$ cat config.mk
export PLATFORM = sky130hd
export DESIGN_NAME = mem_port_arbiter
export DESIGN_NICKNAME = d
export VERILOG_FILES = /design/src/rtl/mem_port_arbiter.sv
export SDC_FILE = /design/constraint.sdc
export NUM_CORES = 1
export LEC_CHECK = 0
export CORE_ASPECT_RATIO = 0.5
export CORE_MARGIN = 5
export CORE_UTILIZATION = 20
export DETAILED_ROUTE_END_ITERATION = 12
export MAX_ROUTING_LAYER = met4
export PLACE_DENSITY = 0.84
export SLEW_MARGIN = 10
export SYNTH_ARGS = -nofsm -noshare
export SYNTH_HDL_FRONTEND = slang
export SYNTH_SLANG_ARGS = --single-unit
export TNS_END_PERCENT = 1
$ cat constraint.sdc
create_clock -name CLK -period 1.9 [get_ports CLK]
set_input_delay 0.285 -clock CLK [delete_from_list [all_inputs] [get_ports CLK]]
set_output_delay 0.285 -clock CLK [all_outputs]
set_load 0.01 [all_outputs]
$ cat src/rtl/mem_port_arbiter.sv
`default_nettype none
// ============================================================================
// Module      : mem_port_arbiter
// Description : Shares one RAM port between instruction fetch and data
//               accesses. Data has priority; a streak counter forces a fetch
//               after MAX_DSTREAK consecutive data grants with a fetch pending.
//               Optional performance counters: define MEM_ARB_PERF_EN.
// Revision    : 1.0 - initial release
// ============================================================================
module mem_port_arbiter #(
    parameter int MAX_DSTREAK = 4,
    parameter int AW          = 32,
    parameter int DW          = 32
) (
    input  logic          CLK,
    input  logic          RST,
    input  logic          iREN,
    input  logic [AW-1:0] iaddr,
    output logic [DW-1:0] iload,
    output logic          ihit,
    input  logic          dREN,
    input  logic          dWEN,
    input  logic [AW-1:0] daddr,
    input  logic [DW-1:0] dstore,
    output logic [DW-1:0] dload,
    output logic          dhit,
    input  logic          halt,
    output logic          ramREN,
    output logic          ramWEN,
    output logic [AW-1:0] ramaddr,
    output logic [DW-1:0] ramstore,
    input  logic [DW-1:0] ramload,
    input  logic          ram_ready,
    output logic          halted
`ifdef MEM_ARB_PERF_EN
    ,
    output logic [31:0]   icycles_stalled,
    output logic [31:0]   dcycles_stalled,
    output logic [31:0]   forced_fetches
`endif
);

    localparam int c_SW = $clog2(MAX_DSTREAK + 1);
    localparam logic [c_SW-1:0] c_STREAK_MAX = c_SW'(MAX_DSTREAK);

    localparam logic [2:0] c_IDLE   = 3'd0;
    localparam logic [2:0] c_IREAD  = 3'd1;
    localparam logic [2:0] c_DREAD  = 3'd2;
    localparam logic [2:0] c_DWRITE = 3'd3;
    localparam logic [2:0] c_HALTED = 3'd4;

    logic [2:0]      r_state;
    logic [2:0]      w_state_next;
    logic [c_SW-1:0] r_streak;
    logic            w_data_req;
    logic            w_data_ok;
    logic            w_in_data;
    logic            w_ihit;
    logic            w_dhit;

    // Request qualification and completion detection; a hit is never issued
    // in a reset cycle so an aborted access cannot look complete.
    always_comb begin
        w_data_req = dREN | dWEN;
        w_data_ok  = (r_streak < c_STREAK_MAX) || !iREN;
        w_in_data  = (r_state == c_DREAD) || (r_state == c_DWRITE);
        w_ihit     = (r_state == c_IREAD) && ram_ready && !RST;
        w_dhit     = w_in_data && ram_ready && !RST;
    end

    // Next-state selection: halt first, then writes, reads, and finally fetch.
    always_comb begin
        w_state_next = r_state;
        case (r_state)
            c_IDLE: begin
                if (halt)
                    w_state_next = c_HALTED;
                else if (dWEN && w_data_ok)
                    w_state_next = c_DWRITE;
                else if (dREN && w_data_ok)
                    w_state_next = c_DREAD;
                else if (iREN)
                    w_state_next = c_IREAD;
            end
            c_IREAD, c_DREAD, c_DWRITE: begin
                if (ram_ready)
                    w_state_next = c_IDLE;
            end
            c_HALTED: w_state_next = c_HALTED;
            default:  w_state_next = c_IDLE;
        endcase
    end

    // State register.
    always_ff @(posedge CLK) begin
        if (RST)
            r_state <= c_IDLE;
        else
            r_state <= w_state_next;
    end

    // Consecutive data-grant streak while a fetch waits; saturates at the limit.
    always_ff @(posedge CLK) begin
        if (RST) begin
            r_streak <= '0;
        end else if (w_ihit) begin
            r_streak <= '0;
        end else if (w_dhit) begin
            if (!iREN)
                r_streak <= '0;
            else if (r_streak < c_STREAK_MAX)
                r_streak <= r_streak + c_SW'(1);
        end
    end

    // RAM controls and hit responses decoded from the current state.
    always_comb begin
        ramREN   = (r_state == c_IREAD) || (r_state == c_DREAD);
        ramWEN   = (r_state == c_DWRITE);
        ramaddr  = (r_state == c_IREAD) ? iaddr : (w_in_data ? daddr : '0);
        ramstore = (r_state == c_DWRITE) ? dstore : '0;
        ihit     = w_ihit;
        dhit     = w_dhit;
        iload    = w_ihit ? ramload : '0;
        dload    = (w_dhit && (r_state == c_DREAD)) ? ramload : '0;
        halted   = (r_state == c_HALTED);
    end

`ifdef MEM_ARB_PERF_EN
    logic [31:0] r_icyc;
    logic [31:0] r_dcyc;
    logic [31:0] r_forced;
    logic        w_force;

    // A fetch grant is forced when data was waiting but the streak blocked it.
    always_comb begin
        w_force = (r_state == c_IDLE) && !halt && iREN && w_data_req && !w_data_ok;
    end

    // Stall and forced-fetch counters; wrap naturally at 2^32.
    always_ff @(posedge CLK) begin
        if (RST) begin
            r_icyc   <= '0;
            r_dcyc   <= '0;
            r_forced <= '0;
        end else begin
            if (iREN && !w_ihit)
                r_icyc <= r_icyc + 32'd1;
            if (w_data_req && !w_dhit)
                r_dcyc <= r_dcyc + 32'd1;
            if (w_force)
                r_forced <= r_forced + 32'd1;
        end
    end

    assign icycles_stalled = r_icyc;
    assign dcycles_stalled = r_dcyc;
    assign forced_fetches  = r_forced;
`endif

endmodule
`default_nettype wire

==> impl_metrics.env <==
export IMPL_cp_top_family="simple AND/OR/NAND/NOR gates"
export IMPL_portBuffers=267
export IMPL_synth_edf_count=0
export IMPL_hold_viol_final=0
export IMPL_synthesis_nets=328
export IMPL_setup_ws_ns=-0.223
export IMPL_rsz0062_at_grt="true"
export IMPL_viasPerCell=4.40
export IMPL_finClkSkew_ns=0.000357
export IMPL_antenna_left=0
export IMPL_period_share=1.12
export IMPL_die_w_um=127
export IMPL_pwr_share_clk=0.293
export IMPL_initial_utilization=0.205
export IMPL_p_int_uw=850
export IMPL_grt_overflow=0
export IMPL_clock_latency_ns=0.23
export IMPL_grt_max_degree=39
export IMPL_synthArstFlopShare=0
export IMPL_met2_usage=0.383
export IMPL_via_count=2431
export IMPL_drtIter0Drc=124
export IMPL_endpoint_kind="output pin"
export IMPL_critPathKind="reg2out"
export IMPL_max_slew_worst_pin_slew_ns=0.340
export IMPL_p_seq_frac=0.123
export IMPL_cts_sinks=6
export IMPL_use_met3=0.0249
export IMPL_ys_warn_count=0
export IMPL_cpPeakStageDelay_ns=0.35
export IMPL_synth_ff_type="dfxtp_1"
export IMPL_io_pin_count=268
export IMPL_violations="negative setup slack"
export IMPL_hold_slack_ns=0.486
export IMPL_max_freq_ghz=0.471
export IMPL_crit_slowest_cell="dfxtp_2"
export IMPL_leakage_uw=0.00260
export IMPL_path_cells="nor3b_4 -> nor3b_4 -> buf_4 -> buf_6 -> buf_16 -> and2_1 -> clkdlybuf4s15_2"
export IMPL_syn_avg_cell_area_um2=7.08
export IMPL_fillers=584
export IMPL_dieArea_mm2=0.00865
export IMPL_ys_seq_area_frac=0.0883
export IMPL_ir_drop_uv=212
export IMPL_wl_per_cell_um=19.1
export IMPL_cp_start_kind="flop"
export IMPL_syn_cell_area_mm2=0.00136
export IMPL_grt_pass1_wl_mm=13.9
export IMPL_track_usage=0.216
export IMPL_h_tree_depth=1
export IMPL_min_period_ns=2.12
export IMPL_clock_root_buffer="clkbuf_16"
export IMPL_setup_violations_final=48
export IMPL_status="complete, but fails checks"
export IMPL_syn2layout_area_growth_pct=217
export IMPL_required_ns=1.62
export IMPL_critPathBufInv=4
export IMPL_antennaDiodeCount=0
export IMPL_slew_viol_final=0
export IMPL_cts_buffers=3
export IMPL_final_cell_mix="clkdlybuf4s50_1, and2_1, dlygate4sd2_1, and3_1, a22o_1"
export IMPL_fin_nets=598
export IMPL_critical_path_max_fanout=16
export IMPL_place_hpwl_mm=8.73
export IMPL_die_h_um=68.3
export IMPL_ys_types=30
export IMPL_holdBufCountCts=0
export IMPL_rows=21
export IMPL_min_path_type="reg2reg"
export IMPL_regArea_um2=124
export IMPL_busiest_layer="met2"
export IMPL_grt_pass1_vias=2304
export IMPL_power_total_uw=1170
export IMPL_max_slew_margin=0.767
export IMPL_gr_usage_met1=0.273
export IMPL_multi_input_area_mm2=0.00115
export IMPL_cp_arrival_ns=1.84
export IMPL_cap_viol_max_count=0
export IMPL_p_sw_uw=318
export IMPL_dr_pass1_iters=4
export IMPL_antenna_found_initial=0
export IMPL_coreArea_mm2=0.00665
export IMPL_synth_cells=192
export IMPL_cp_common_cell="nor3b_4"
export IMPL_powerDensity_mw_per_mm2=271
export IMPL_clk_pin_slew_worst_paths_ns=0.03
export IMPL_drc=0
export IMPL_post_place_ws_ns=-0.591
export IMPL_gp_congestion=0.974
export IMPL_layout_drive_gt1_share=0.170
export IMPL_fin_area_mm2=0.00431
export IMPL_cts_tree="done"
export IMPL_ys_ff_latch=6
export IMPL_finalWirelength_mm=10.5
export IMPL_clock_path_buffers=2
export IMPL_dpl_instance_area_mm2=0.00421
export IMPL_final_common_cell="clkdlybuf4s50_1"
export IMPL_combPwrFrac=0.585
export IMPL_switching_share=0.272
==> what timing repair did <==
action | 4_1_cts | 5_1_grt
gates resized for setup | 206 | 68
cloned | 1 | 0
setup endpoints to repair | 132 | 108
pin swaps | 2 | 0
buffers inserted | 5 | 0
==> per-layer routing <==
layer	up-vias	share of wire	wire length, µm
li1	1218	-	-
met1	1145	0.40	4220
met2	58	0.56	5870
met3	10	0.030	318
met4	0	0.012	131
met5	-	0	0
==> area by class of cell <==
class | count | area share
Timing Repair Buffer | 288 | 0.657
Multi-Input combinational cell | 160 | 0.268
Sequential cell | 6 | 0.0287
Tap cell | 92 | 0.0267
Clock buffer | 3 | 0.0174
Inverter | 3 | 0.00261
==> power by group through the flow <==
stage                     Combinational [µW]  Sequential [µW]  Clock (µW)
after global placement                   686              142           0
after floorplan                          198              136           0
final                                    683              143         342
after detailed placement                 688              142           0
after global routing                     724              143         352
after CTS                                689              143         342
==> through the flow <==
stage	util	setup TNS [ns]	std cells
3_3_place_gp	0.633	-30.97	543
2_1_floorplan	-	0	192
3_5_place_dp	0.633	-33.30	543
5_1_grt	0.649	-8.63	552
4_1_cts	0.640	-10.92	552
6_report	0.649	-4.83	552
==> path summary, 6_finish.rpt <==
| kind | from | to | slack (ns) | cells past startpoint |
|---|---|---|---|---|
| min reg2reg | r_streak[0] | r_streak[0] | 0.49 | 1 |
| max reg2reg | r_state[1] | r_state[1] | 0.40 | 4 |
| max | r_state[1] | iload[28] | -0.22 | 7 |
| min | r_streak[0] | r_streak[0] | 0.49 | 1 |
==> cells in the mapped netlist, types with 2 or more instances <==
| master | n | area share |
|---|---|---|
| and2_1 | 66 | 0.30 |
| clkbuf_1 | 10 | 0.028 |
| nor2_1 | 3 | 0.0083 |
| a21oi_1 | 3 | 0.011 |
| inv_1 | 3 | 0.0083 |
| and3_1 | 33 | 0.15 |
| o21ai_0 | 2 | 0.0074 |
| nor2b_1 | 2 | 0.0092 |
| buf_2 | 11 | 0.040 |
| dfxtp_1 | 6 | 0.088 |
| a22o_1 | 32 | 0.21 |
| a21o_1 | 2 | 0.011 |
| nand2_1 | 2 | 0.0055 |
==> logic make-up after synthesis <==
logic type               share of synthesized area
flip-flops                                  0.0883
buffers and inverters                       0.0902
XOR/XNOR                                   0.00644
AO/OA/AOI/OAI                                0.273
AND/OR/NAND/NOR                              0.533
adder cells (fa/ha/maj)                    0.00920
==> registers in the layout, summed over array words and instances, names as in the netlist <==
register,count
r_streak,3
r_state,3
==> worst reg2reg max path: stages, from the launching register on <==
cell     delay (ns)
dfxtp_2        0.35
buf_4          0.16
or4_4          0.53
a221o_1        0.27
a21oi_1        0.13
Note: power is estimated with default switching activity, not from simulation.
